$ cat src/rtl/fft_pkg.sv
// Shared types and arithmetic helpers for the streaming SDF FFT stages.
package fft_pkg;

  localparam int FRAC_DEFAULT = 16;

  typedef enum logic [1:0] {
    ST_FILL  = 2'd0,
    ST_BFLY  = 2'd1,
    ST_DRAIN = 2'd2
  } state_t;

  function automatic logic signed [63:0] sat_w(input logic signed [63:0] v, input int w);
    logic signed [63:0] hi;
    logic signed [63:0] lo;
    hi = (64'sd1 <<< (w - 1)) - 64'sd1;
    lo = -(64'sd1 <<< (w - 1));
    if (v > hi) return hi;
    if (v < lo) return lo;
    return v;
  endfunction

  // Round half up, then arithmetic shift.
  function automatic logic signed [63:0] round_shr(input logic signed [63:0] v, input int sh);
    if (sh <= 0) return v;
    return (v + (64'sd1 <<< (sh - 1))) >>> sh;
  endfunction

  function automatic logic signed [63:0] cplx_re(input logic [127:0] d, input int w);
    logic signed [63:0] t;
    t = $signed(64'(d >> w));
    return (t <<< (64 - w)) >>> (64 - w);
  endfunction

  function automatic logic signed [63:0] cplx_im(input logic [127:0] d, input int w);
    logic signed [63:0] t;
    t = $signed(64'(d));
    return (t <<< (64 - w)) >>> (64 - w);
  endfunction

  function automatic logic [127:0] cplx_pack(input logic signed [63:0] re,
                                             input logic signed [63:0] im, input int w);
    logic [127:0] m;
    m = (128'd1 << w) - 128'd1;
    return ((128'($unsigned(re)) & m) << w) | (128'($unsigned(im)) & m);
  endfunction

endpackage

$ cat src/rtl/fft_twiddle_rom.sv
// Asynchronous-read twiddle table W^k = cos(2*pi*k/N) - j*sin(2*pi*k/N), k < N/2,
// values truncated toward zero; the 16-point image is tabulated, others are generated.
module fft_twiddle_rom #(
  parameter int N       = 16,
  parameter int TW      = 18,
  parameter int FRAC    = 16,
  parameter     TW_FILE = "twiddle16.hex"
) (
  input  logic [$clog2(N/2)-1:0] addr,
  output logic signed [TW-1:0]   w_re,
  output logic signed [TW-1:0]   w_im
);

  localparam int HALF  = N / 2;
  localparam bit STD16 = (N == 16) && (FRAC == 16) && (TW_FILE == "twiddle16.hex");

  localparam int T16_RE [8] = '{65536, 60547, 46340, 25079, 0, -25079, -46340, -60547};
  localparam int T16_IM [8] = '{0, -25079, -46340, -60547, -65536, -60547, -46340, -25079};

  logic signed [TW-1:0] rom_re [HALF];
  logic signed [TW-1:0] rom_im [HALF];

  function automatic int tw_calc(input int k, input bit im);
    real x, term, c, s, v;
    x    = 2.0 * 3.141592653589793 * $itor(k) / $itor(N);
    c    = 0.0;
    s    = 0.0;
    term = 1.0;
    for (int i = 0; i < 40; i++) begin
      if (i % 2 == 0) c = c + ((((i / 2) % 2) != 0) ? -term : term);
      else            s = s + ((((i / 2) % 2) != 0) ? -term : term);
      term = term * x / $itor(i + 1);
    end
    v = (im ? -s : c) * (2.0 ** FRAC);
    // Small bias keeps exact values like 1.0 from truncating one LSB low.
    return (v >= 0.0) ? $rtoi(v + 1.0e-4) : -$rtoi(-v + 1.0e-4);
  endfunction

  for (genvar k = 0; k < HALF; k++) begin : g_rom
    if (STD16) begin : g_tab
      assign rom_re[k] = TW'(T16_RE[k % 8]);
      assign rom_im[k] = TW'(T16_IM[k % 8]);
    end else begin : g_calc
      localparam int VR = tw_calc(k, 1'b0);
      localparam int VI = tw_calc(k, 1'b1);
      assign rom_re[k] = TW'(VR);
      assign rom_im[k] = TW'(VI);
    end
  end

  assign w_re = rom_re[addr];
  assign w_im = rom_im[addr];

endmodule

$ cat src/rtl/fft_sdf_stage.sv
// Radix-2 DIF single-path delay-feedback stage: N/2 sums stream out during the
// second half of the frame, then the N/2 twiddled differences drain from the buffer.
module fft_sdf_stage
  import fft_pkg::*;
#(
  parameter int N       = 16,
  parameter int DW      = 16,
  parameter int TW      = 18,
  parameter int FRAC    = FRAC_DEFAULT,
  parameter int SCALE   = 0,
  parameter     TW_FILE = "twiddle16.hex"
) (
  input  logic          clk,
  input  logic          rst_n,
  input  logic          in_valid,
  output logic          in_ready,
  input  logic [2*DW-1:0] in_data,
  output logic          out_valid,
  input  logic          out_ready,
  output logic [2*DW-1:0] out_data,
  output logic          out_last
);

  localparam int HALF = N / 2;
  localparam int KW   = $clog2(HALF);
  localparam int BW   = DW + 1;
  localparam int PW   = DW + TW + 2;

  state_t state, state_nx;
  logic [KW-1:0] cnt;
  logic          load, accept, last_k;

  logic signed [DW-1:0] in_re, in_im;
  logic signed [BW-1:0] buf_re [HALF];
  logic signed [BW-1:0] buf_im [HALF];
  logic signed [BW-1:0] a_re, a_im;
  logic signed [TW-1:0] w_re, w_im;
  logic signed [PW-1:0] prod_re, prod_im;
  logic signed [DW-1:0] sum_re, sum_im, mul_re, mul_im;

  function automatic logic signed [DW-1:0] bfly_out(input logic signed [63:0] s);
    logic signed [63:0] t;
    t = (SCALE != 0) ? round_shr(s, 1) : s;
    t = sat_w(t, DW);
    return DW'(t);
  endfunction

  function automatic logic signed [DW-1:0] mul_out(input logic signed [63:0] p);
    logic signed [63:0] t;
    t = sat_w(round_shr(p, FRAC + SCALE), DW);
    return DW'(t);
  endfunction

  assign load   = !out_valid || out_ready;
  assign accept = in_valid && in_ready;
  assign last_k = (cnt == KW'(HALF - 1));

  assign in_re = DW'(cplx_re(128'(in_data), DW));
  assign in_im = DW'(cplx_im(128'(in_data), DW));
  assign a_re  = buf_re[cnt];
  assign a_im  = buf_im[cnt];

  assign sum_re = bfly_out(64'(a_re) + 64'(in_re));
  assign sum_im = bfly_out(64'(a_im) + 64'(in_im));

  // In DRAIN the buffer holds the differences a-b, so the same read port feeds the multiplier.
  assign prod_re = PW'(a_re) * PW'(w_re) - PW'(a_im) * PW'(w_im);
  assign prod_im = PW'(a_re) * PW'(w_im) + PW'(a_im) * PW'(w_re);
  assign mul_re  = mul_out(64'(prod_re));
  assign mul_im  = mul_out(64'(prod_im));

  fft_twiddle_rom #(
    .N      (N),
    .TW     (TW),
    .FRAC   (FRAC),
    .TW_FILE(TW_FILE)
  ) u_rom (
    .addr(cnt),
    .w_re(w_re),
    .w_im(w_im)
  );

  always_ff @(posedge clk or negedge rst_n) begin
    if (!rst_n) state <= ST_FILL;
    else        state <= state_nx;
  end

  always_comb begin
    state_nx = state;
    unique case (state)
      ST_FILL:  if (accept && last_k) state_nx = ST_BFLY;
      ST_BFLY:  if (accept && last_k) state_nx = ST_DRAIN;
      ST_DRAIN: if (load && last_k)   state_nx = ST_FILL;
      default:  state_nx = ST_FILL;
    endcase
  end

  always_comb begin
    in_ready = 1'b0;
    unique case (state)
      ST_FILL: in_ready = 1'b1;
      ST_BFLY: in_ready = load;
      default: in_ready = 1'b0;
    endcase
  end

  always_ff @(posedge clk or negedge rst_n) begin
    if (!rst_n) begin
      cnt <= '0;
    end else if ((state != ST_DRAIN && accept) || (state == ST_DRAIN && load)) begin
      cnt <= cnt + 1'b1;
    end
  end

  // Delay line: first-half samples on FILL, replaced by differences on BFLY.
  always_ff @(posedge clk) begin
    if (accept) begin
      if (state == ST_FILL) begin
        buf_re[cnt] <= BW'(in_re);
        buf_im[cnt] <= BW'(in_im);
      end else begin
        buf_re[cnt] <= a_re - BW'(in_re);
        buf_im[cnt] <= a_im - BW'(in_im);
      end
    end
  end

  // Output register stage
  always_ff @(posedge clk or negedge rst_n) begin
    if (!rst_n) begin
      out_valid <= 1'b0;
      out_last  <= 1'b0;
      out_data  <= '0;
    end else if (load) begin
      out_valid <= 1'b0;
      out_last  <= 1'b0;
      if (state == ST_BFLY && accept) begin
        out_valid <= 1'b1;
        out_data  <= (2*DW)'(cplx_pack(64'(sum_re), 64'(sum_im), DW));
      end else if (state == ST_DRAIN) begin
        out_valid <= 1'b1;
        out_last  <= last_k;
        out_data  <= (2*DW)'(cplx_pack(64'(mul_re), 64'(mul_im), DW));
      end
    end
  end

endmodule

$ cat config.mk
export PLATFORM = sky130hd
export DESIGN_NAME = fft_sdf_stage
export DESIGN_NICKNAME = d
export VERILOG_FILES = /design/src/rtl/fft_pkg.sv /design/src/rtl/fft_twiddle_rom.sv /design/src/rtl/fft_sdf_stage.sv
export SDC_FILE = /design/constraint.sdc
export NUM_CORES = 2
export LEC_CHECK = 0
export ABC_AREA = 1
export CAP_MARGIN = 20
export CORE_UTILIZATION = 47
export DETAILED_ROUTE_END_ITERATION = 8
export GPL_ROUTABILITY_DRIVEN = 0
export GPL_TIMING_DRIVEN = 0
export PLACE_DENSITY = 0.69
export SLEW_MARGIN = 40
export SYNTH_ARGS = -nofsm -noshare
export SYNTH_HDL_FRONTEND = slang
export SYNTH_SLANG_ARGS = --single-unit
$ cat constraint.sdc
create_clock -name clk -period 15.3 [get_ports clk]
set_clock_uncertainty 0.2 [all_clocks]
set_input_delay 3.06 -clock clk [delete_from_list [all_inputs] [get_ports clk]]
set_output_delay 3.06 -clock clk [all_outputs]
set_load 0.005 [all_outputs]
Yosys cells after proc, flatten, opt, wreduce, memory -nomap -nowiden
Memory sizes are Yosys's and may differ from the RTL's.
Index checks and enable logic that the tools add are counted.
{"block": "word_totals", "regBits": 39, "ramBits": 272, "rom_bits": 288, "inputBits": 36, "output_inout_bits": 35, "wordCells": 107, "n_memories": 4}
{"block": "op_classes", "addsub": 9, "mul": 4, "magnitude_cmp": 9, "n_eq_ne": 7, "muxes": 51, "n_bitwise": 5, "n_reduce_logical": 13}
{"memory": "(no name shown)", "depth": 8, "word_bits": 18, "rd": 1, "rd_clocked_by_memory_dff": 0, "write_ports": 0, "line": "fft_twiddle_rom.sv:51", "text": "assign w_re = rom_re[addr];"}
{"memory": "(no name shown)", "depth": 8, "word_bits": 18, "rd": 1, "rd_clocked_by_memory_dff": 0, "write_ports": 0, "line": "fft_twiddle_rom.sv:52", "text": "assign w_im = rom_im[addr];"}
{"memory": "buf_im", "depth": 8, "word_bits": 17, "rd": 1, "rd_clocked_by_memory_dff": 0, "write_ports": 1, "line": "fft_sdf_stage.sv:35", "text": "logic signed [BW-1:0] buf_im [HALF];"}
{"memory": "buf_re", "depth": 8, "word_bits": 17, "rd": 1, "rd_clocked_by_memory_dff": 0, "write_ports": 1, "line": "fft_sdf_stage.sv:34", "text": "logic signed [BW-1:0] buf_re [HALF];"}
{"cell": "16-bit two-way mux", "n": 16}
{"cell": "17-bit by 18-bit multiplier with 35-bit output", "n": 4}
{"cell": "36-bit by 17-bit adder with 37-bit output (second input constant)", "n": 2}
{"cell": "18-bit two-way mux", "n": 4}
{"cell": "32-bit two-way mux", "n": 2}
{"cell": "32-bit by 16-bit bitwise OR with 32-bit output", "n": 2}
{"cell": "21-bit by 16-bit > comparator with 1-bit output (second input constant)", "n": 2}
{"cell": "21-bit by 16-bit less-than comparator with 1-bit output (second input constant)", "n": 2}
{"cell": "17-bit by 16-bit adder with 18-bit output", "n": 2}
{"cell": "35-bit by 35-bit adder with 36-bit output", "n": 1}
{"cell": "18-bit by 16-bit > comparator with 1-bit output (second input constant)", "n": 2}
{"cell": "18-bit by 16-bit less-than comparator with 1-bit output (second input constant)", "n": 2}
{"cell": "35-bit by 35-bit subtractor with 36-bit output", "n": 1}
{"cell": "17-bit two-way mux", "n": 2}
{"cell": "17-bit by 16-bit subtractor with 17-bit output", "n": 2}
{"cell": "1-bit two-way mux", "n": 22}
{"cell": "2-bit inequality test (second input constant)", "n": 4}
{"cell": "1-bit logical AND", "n": 6}
{"cell": "2-bit two-way mux", "n": 3}
{"cell": "2-bit one-hot mux with 3 select lines", "n": 1}
{"cell": "4-bit >= comparator (second input constant)", "n": 1}
{"cell": "3-bit inverter with 4-bit output", "n": 1}
{"cell": "3-bit by 1-bit adder with 3-bit output (second input constant)", "n": 1}
{"cell": "3-bit == test (second input constant)", "n": 1}
{"cell": "other kinds (10)", "n": 12}

Depth between registers and ports, before layout
{"block": "logic_depth", "depth_word": 15, "depth_mapped": 51, "ltp_nobuf": 48}

Cells and area by module
A second synthesis with hierarchy kept.
{"block": "hier_totals", "hier_cells": 6894, "hier_area_um2": 62336.0}
{"module": "fft_sdf_stage", "instances": 1, "cells_per_inst": 6832, "area_each_um2": 61956.9, "seq_area_each_um2": 9143.8}
{"module": "fft_twiddle_rom", "instances": 1, "cells_per_inst": 62, "area_each_um2": 379.1, "seq_area_each_um2": 0.0}

Worst setup path before layout
No wires, ideal clock.
{"block": "synth_path", "path_type": "flip-flop to flip-flop", "from": "reg cnt[0]", "to": "reg out_data[22]", "setup_ns": 0.118, "arrival_time_ns": 9.871, "required_time_ns": 14.982, "slack_ns": 5.111, "stages_incl_launch_ff": 47, "path_buffers": 10, "period_less_slack_ns": 10.189, "path_cell_list": "dfrtp_1 > buf_2 > inv_2 > clkbuf_1 > clkbuf_1 > buf_1 > clkbuf_1 > buf_1 > ha_1 > clkbuf_1 > inv_1 > nor2_1 > clkbuf_1 > clkbuf_1 > nor2_1 > fa_1 > fa_1 > inv_1 > (+11 left out) > nand2_1 > nor2_1 > inv_1 > nor2_1 > inv_1 > nor4_1 > nand2_1 > nand2_1 > nand2_1 > nand2_1 > nand2_1 > a21oi_1 > nand2_1 > a21oi_4 > buf_6 > nand2_1 > nand3_1 > nand2_1"}
{"block": "synth_via", "elab_chain_len": 15, "word_cells_on_any_way": 34, "cone_classes": "add/sub: 3; mul: 2; order compare: 4; mux: 18; bitwise: 3; memory: 4"}
{"element": "start, declared", "line": "fft_sdf_stage.sv:30", "text": "logic [KW-1:0] cnt;"}
{"element": "start signal, assigned", "line": "fft_sdf_stage.sv:111", "text": "cnt <= cnt + 1'b1;"}
{"element": "3-bit inverter with 4-bit output (not written as such)", "line": "fft_twiddle_rom.sv:51, fft_twiddle_rom.sv:52"}
{"element": "memory 8 x 18 bit (on tied branches)"}
{"element": "18-bit two-way mux (on tied branches) (2 in series)", "line": "fft_twiddle_rom.sv:51, fft_twiddle_rom.sv:52"}
{"element": "17-bit by 18-bit multiplier with 35-bit output", "line": "fft_sdf_stage.sv:67", "text": "assign prod_re = PW'(a_re) * PW'(w_re) - PW'(a_im) * PW'(w_im);"}
{"element": "35-bit by 35-bit subtractor with 36-bit output", "line": "fft_sdf_stage.sv:67"}
{"element": "36-bit by 17-bit adder with 37-bit output", "line": "fft_pkg.sv:25", "text": "return (v + (64'sd1 <<< (sh - 1))) >>> sh;"}
{"element": "21-bit by 16-bit less-than comparator with 1-bit output", "line": "fft_pkg.sv:18", "text": "if (v < lo) return lo;"}
{"element": "1-bit two-way mux (2 in series)", "line": "fft_pkg.sv:18"}
{"element": "16-bit two-way mux", "line": "fft_pkg.sv:19", "text": "return v;"}
{"element": "16-bit two-way mux", "line": "fft_pkg.sv:18"}
{"element": "32-bit by 16-bit bitwise OR with 32-bit output", "line": "fft_pkg.sv:44", "text": "return ((128'($unsigned(re)) & m) << w) | (128'($unsigned(im)) & m);"}
{"element": "32-bit two-way mux", "line": "fft_sdf_stage.sv:140", "text": "end else if (state == ST_DRAIN) begin"}
{"element": "32-bit two-way mux (*)", "line": "fft_sdf_stage.sv:137", "text": "if (state == ST_BFLY && accept) begin"}
{"element": "end signal, assigned", "line": "fft_sdf_stage.sv:139", "text": "out_data <= (2*DW)'(cplx_pack(64'(sum_re), 64'(sum_im), DW));"}
{"element": "end signal, assigned", "line": "fft_sdf_stage.sv:143", "text": "out_data <= (2*DW)'(cplx_pack(64'(mul_re), 64'(mul_im), DW));"}
{"element": "end, declared", "line": "fft_sdf_stage.sv:20", "text": "output logic [2*DW-1:0] out_data,"}
Every way passes the cells marked *; elsewhere a longest branch is shown, timed or not. The select of a mux whose other input is x is not followed.
A chain may end at the register's enable or synchronous reset.

Final worst setup path
{"block": "layout_path", "from": "reg cnt[0]", "to": "reg out_data[9]"}
{"block": "layout_via", "elab_chain_len": 15, "word_cells_on_any_way": 34, "cone_classes": "add/sub: 3; mul: 2; order compare: 4; mux: 18; bitwise: 3; memory: 4"}
{"element": "3-bit inverter with 4-bit output (not written as such)", "line": "fft_twiddle_rom.sv:51, fft_twiddle_rom.sv:52"}
{"element": "memory 8 x 18 bit (on tied branches)"}
{"element": "18-bit two-way mux (on tied branches) (2 in series)", "line": "fft_twiddle_rom.sv:52, fft_twiddle_rom.sv:51"}
{"element": "17-bit by 18-bit multiplier with 35-bit output", "line": "fft_sdf_stage.sv:68", "text": "assign prod_im = PW'(a_re) * PW'(w_im) + PW'(a_im) * PW'(w_re);"}
{"element": "35-bit by 35-bit adder with 36-bit output", "line": "fft_sdf_stage.sv:68"}
{"element": "36-bit by 17-bit adder with 37-bit output", "line": "fft_pkg.sv:25"}
{"element": "21-bit by 16-bit less-than comparator with 1-bit output", "line": "fft_pkg.sv:18"}
{"element": "1-bit two-way mux (2 in series)", "line": "fft_pkg.sv:18"}
{"element": "16-bit two-way mux", "line": "fft_pkg.sv:19"}
{"element": "16-bit two-way mux", "line": "fft_pkg.sv:18"}
{"element": "32-bit by 16-bit bitwise OR with 32-bit output", "line": "fft_pkg.sv:44"}
{"element": "32-bit two-way mux", "line": "fft_sdf_stage.sv:140"}
{"element": "32-bit two-way mux (*)", "line": "fft_sdf_stage.sv:137"}
Marked as above.

==> impl_metrics.env <==
export IMPL_outcome="complete, but fails checks"
export IMPL_die_h_um=356
export IMPL_synthFlopType="edfxtp_1"
export IMPL_crit_type="reg -> reg"
export IMPL_drt_iter0_drc=5206
export IMPL_crit_path_start="cnt[0]$_DFFE_PN0P_"
export IMPL_htree_levels=1
export IMPL_start_kind="flip-flop"
export IMPL_rsz0062_at_grt="no"
export IMPL_placed_area_um2=62200
export IMPL_syn_cell_area_um2=58800
export IMPL_num_vias=45028
export IMPL_routedWlPerCell_um=24.1
export IMPL_holdCritStartpoint="out_data[9]$_DFFE_PN0P_"
export IMPL_antenna_found_initial=4
export IMPL_viasPerCell=5.51
export IMPL_nFillCells=11324
export IMPL_core_um2=124000
export IMPL_synth_top_cell_area_share=0.451
export IMPL_synth_xor_area_share=0.0177
export IMPL_slew_viol_final=0
export IMPL_synth_mux_area_frac=0
export IMPL_fp_dieArea_um2=127000
export IMPL_yosysSeqAreaShare=0.155
export IMPL_clkTransAtPathRegs_ns=0.07
export IMPL_grt_pass1_vias=47088
export IMPL_cts_setup_buffers=0
export IMPL_numCtsBuffers=27
export IMPL_drt_wl_total_mm=197
export IMPL_syn_avg_cell_area_um2=9.23
export IMPL_path_max_fanout=12
export IMPL_clkLatencyLatePin_ns=0.58
export IMPL_crit_path_top_delay_cell="clkbuf_1"
export IMPL_final_setup_tns_ns=0
export IMPL_drive_gt1_frac=0.0338
export IMPL_synth_area_top_cells="fa_1 45%, edfxtp_1 14%, inv_1 12%, ha_1 8.7%, nand2_1 5.8%"
export IMPL_worstPathArrival_ns=15.10
export IMPL_yosysUniqueCellTypes=51
export IMPL_cts_resized=0
export IMPL_end_kind="flip-flop"
export IMPL_cp_required_ns=15.56
export IMPL_seq_area_um2=9140
export IMPL_yosys_register_bits=311
export IMPL_dp_cells=8125
export IMPL_syn_to_final_growth_pct=7.18
export IMPL_start_util=0.474
export IMPL_cts_tree="yes"
export IMPL_min_path_type="reg -> reg"
export IMPL_grt_usage=0.318
export IMPL_min_delay_path_depth=2
export IMPL_cpMostUsedCell="fa_1"
export IMPL_post_route_period_util=0.970
export IMPL_cap_viol_max_count=0
export IMPL_gr_total_overflow=0
export IMPL_synth_compound_area_frac=0.0494
export IMPL_relSlewSlack=0.311
export IMPL_holdPathEnd="out_data[9]$_DFFE_PN0P_"
export IMPL_port_buffers=70
export IMPL_r2r_cells=39
export IMPL_yosys_area_share_simple=0.110
export IMPL_synth_edff_count=272
export IMPL_layout_min_cycle_time_ns=14.85
export IMPL_hpwl_mm=164
export IMPL_die_w_um=356
export IMPL_remaining_drc_errors=20
export IMPL_multi_input_area_um2=42200
export IMPL_cts_sinks=311
export IMPL_synthCells=6371
export IMPL_cts_root_buffer_cell="clkbuf_16"
export IMPL_r2r_start="cnt[0]$_DFFE_PN0P_"
export IMPL_fin_cells=8177
export IMPL_synth_top_family_by_area="adder cells"
export IMPL_synth_nets=8142
export IMPL_num_rows=129
export IMPL_cp_slowest_stage_delay_ns=0.81
export IMPL_synth_fa_ha_area_frac=0.538
export IMPL_hold_violations=0
export IMPL_holdBufCountCts=0
export IMPL_grt_start_max_net_pins=24
export IMPL_synth_common_cells="1825 x inv_1, 1324 x fa_1, 909 x nand2_1"
export IMPL_nNetsFinal=8289
export IMPL_io_pins=71
export IMPL_yosys_warnings=0
export IMPL_cts_max_path_buffers=3
export IMPL_ant_nets=0
export IMPL_tightest_slew_ns=1.03
export IMPL_synthMostInstantiatedCell="inv_1"
export IMPL_setup_viol_count_final=0
export IMPL_grt_pass1_wl_mm=294
export IMPL_synth_area_leader_cell="fa_1"
export IMPL_fin_area_um2=63000
export IMPL_violations="DRC"
export IMPL_rrSetupSlack_ns=0.45
export IMPL_fmax_ghz=0.0674
export IMPL_rr_endpoint="out_data[9]$_DFFE_PN0P_"
export IMPL_drt_pre_antenna_iters=8
export IMPL_async_flop_share=0.125
-- final cells by class --
type / instances / share of cell area
well taps: 1637 / 0.0325
clock inverters: 16 / 0.00167
flip-flops and latches: 311 / 0.145
diodes: 2 / 0.0000794
plain buffers: 179 / 0.0121
clock buffers: 33 / 0.0111
repair buffers: 118 / 0.0178
inverters: 1845 / 0.110
multi-input cells: 4036 / 0.670
-- layer usage --
layer,vias to the layer above,global-route usage,part of all wire
met5,-,0,0.000056
met4,2,0.173,0.071
met3,778,0.116,0.14
met2,3083,0.474,0.43
met1,22220,0.403,0.36
li1,18945,-,-
-- placed cells by master (no fill, tap or decap), types with 26 or more instances in the layout --
| cell | n |
|---|---|
| edfxtp_1 | 272 |
| nand3_1 | 94 |
| clkbuf_1 | 101 |
| inv_1 | 1825 |
| clkbuf_16 | 27 |
| o21ai_0 | 174 |
| clkdlybuf4s50_1 | 69 |
| o21ai_1 | 30 |
| fa_1 | 1322 |
| dfrtp_1 | 39 |
| clkbuf_2 | 47 |
| nand2_1 | 898 |
| buf_1 | 26 |
| buf_4 | 31 |
| ha_1 | 411 |
| xor2_1 | 88 |
| xnor2_1 | 26 |
| a21oi_1 | 253 |
| nor2_1 | 549 |
-- flip-flops by register name, indices dropped and copies added, names as in the netlist --
signal / cells
out_valid: 1
buf_re: 136
cnt: 3
out_data: 32
buf_im: 136
out_last: 1
state: 2
-- how the worst max path moves through the flow --
stage          slack [ns]  depth (start not counted)                       end
3_5_place_dp         1.16                         41   out_data[9]$_DFFE_PN0P_
5_1_grt              0.26                         42   out_data[9]$_DFFE_PN0P_
3_3_place_gp         1.06                         39   out_data[9]$_DFFE_PN0P_
4_1_cts              1.07                         39   out_data[9]$_DFFE_PN0P_
2_1_floorplan        5.11                         46  out_data[22]$_DFFE_PN0P_
6_report             0.45                         39   out_data[9]$_DFFE_PN0P_
-- stage by stage --
step / setup slack (ns) / hold slack [ns] / utilization
finish: 0.455 / 0.287 / 0.509
CTS: 1.07 / 0.291 / 0.508
floorplan: 5.11 / 0.233 / -
detailed placement: 1.16 / 0.261 / 0.502
global placement: 1.06 / 0.260 / 0.497
global route: 0.261 / 0.306 / 0.508
-- cell families (layout without fill, tap and decap cells) --
logic type | Yosys count | in the layout
flip-flops | 311 | 311
AO/OA/AOI/OAI | 537 | 537
buffers and inverters | 2024 | 2191
adder cells (fa/ha/maj) | 1735 | 1735
XOR/XNOR | 116 | 116
other | 0 | 2
AND/OR/NAND/NOR | 1648 | 1648
-- worst max-delay path, delay by kind of cell (launching register included) --
| kind | cells | cell delay, ns |
|---|---|---|
| buffers and inverters | 15 | 6.13 |
| adders and majority gates | 10 | 5.10 |
| AOI/OAI and AO/OA | 5 | 1.41 |
| and+or+nand+nor | 9 | 1.40 |
| DFF | 1 | 0.41 |
Power is not shown: default switching activity piles up to over one toggle a cycle in this logic, so the estimate is an artifact.
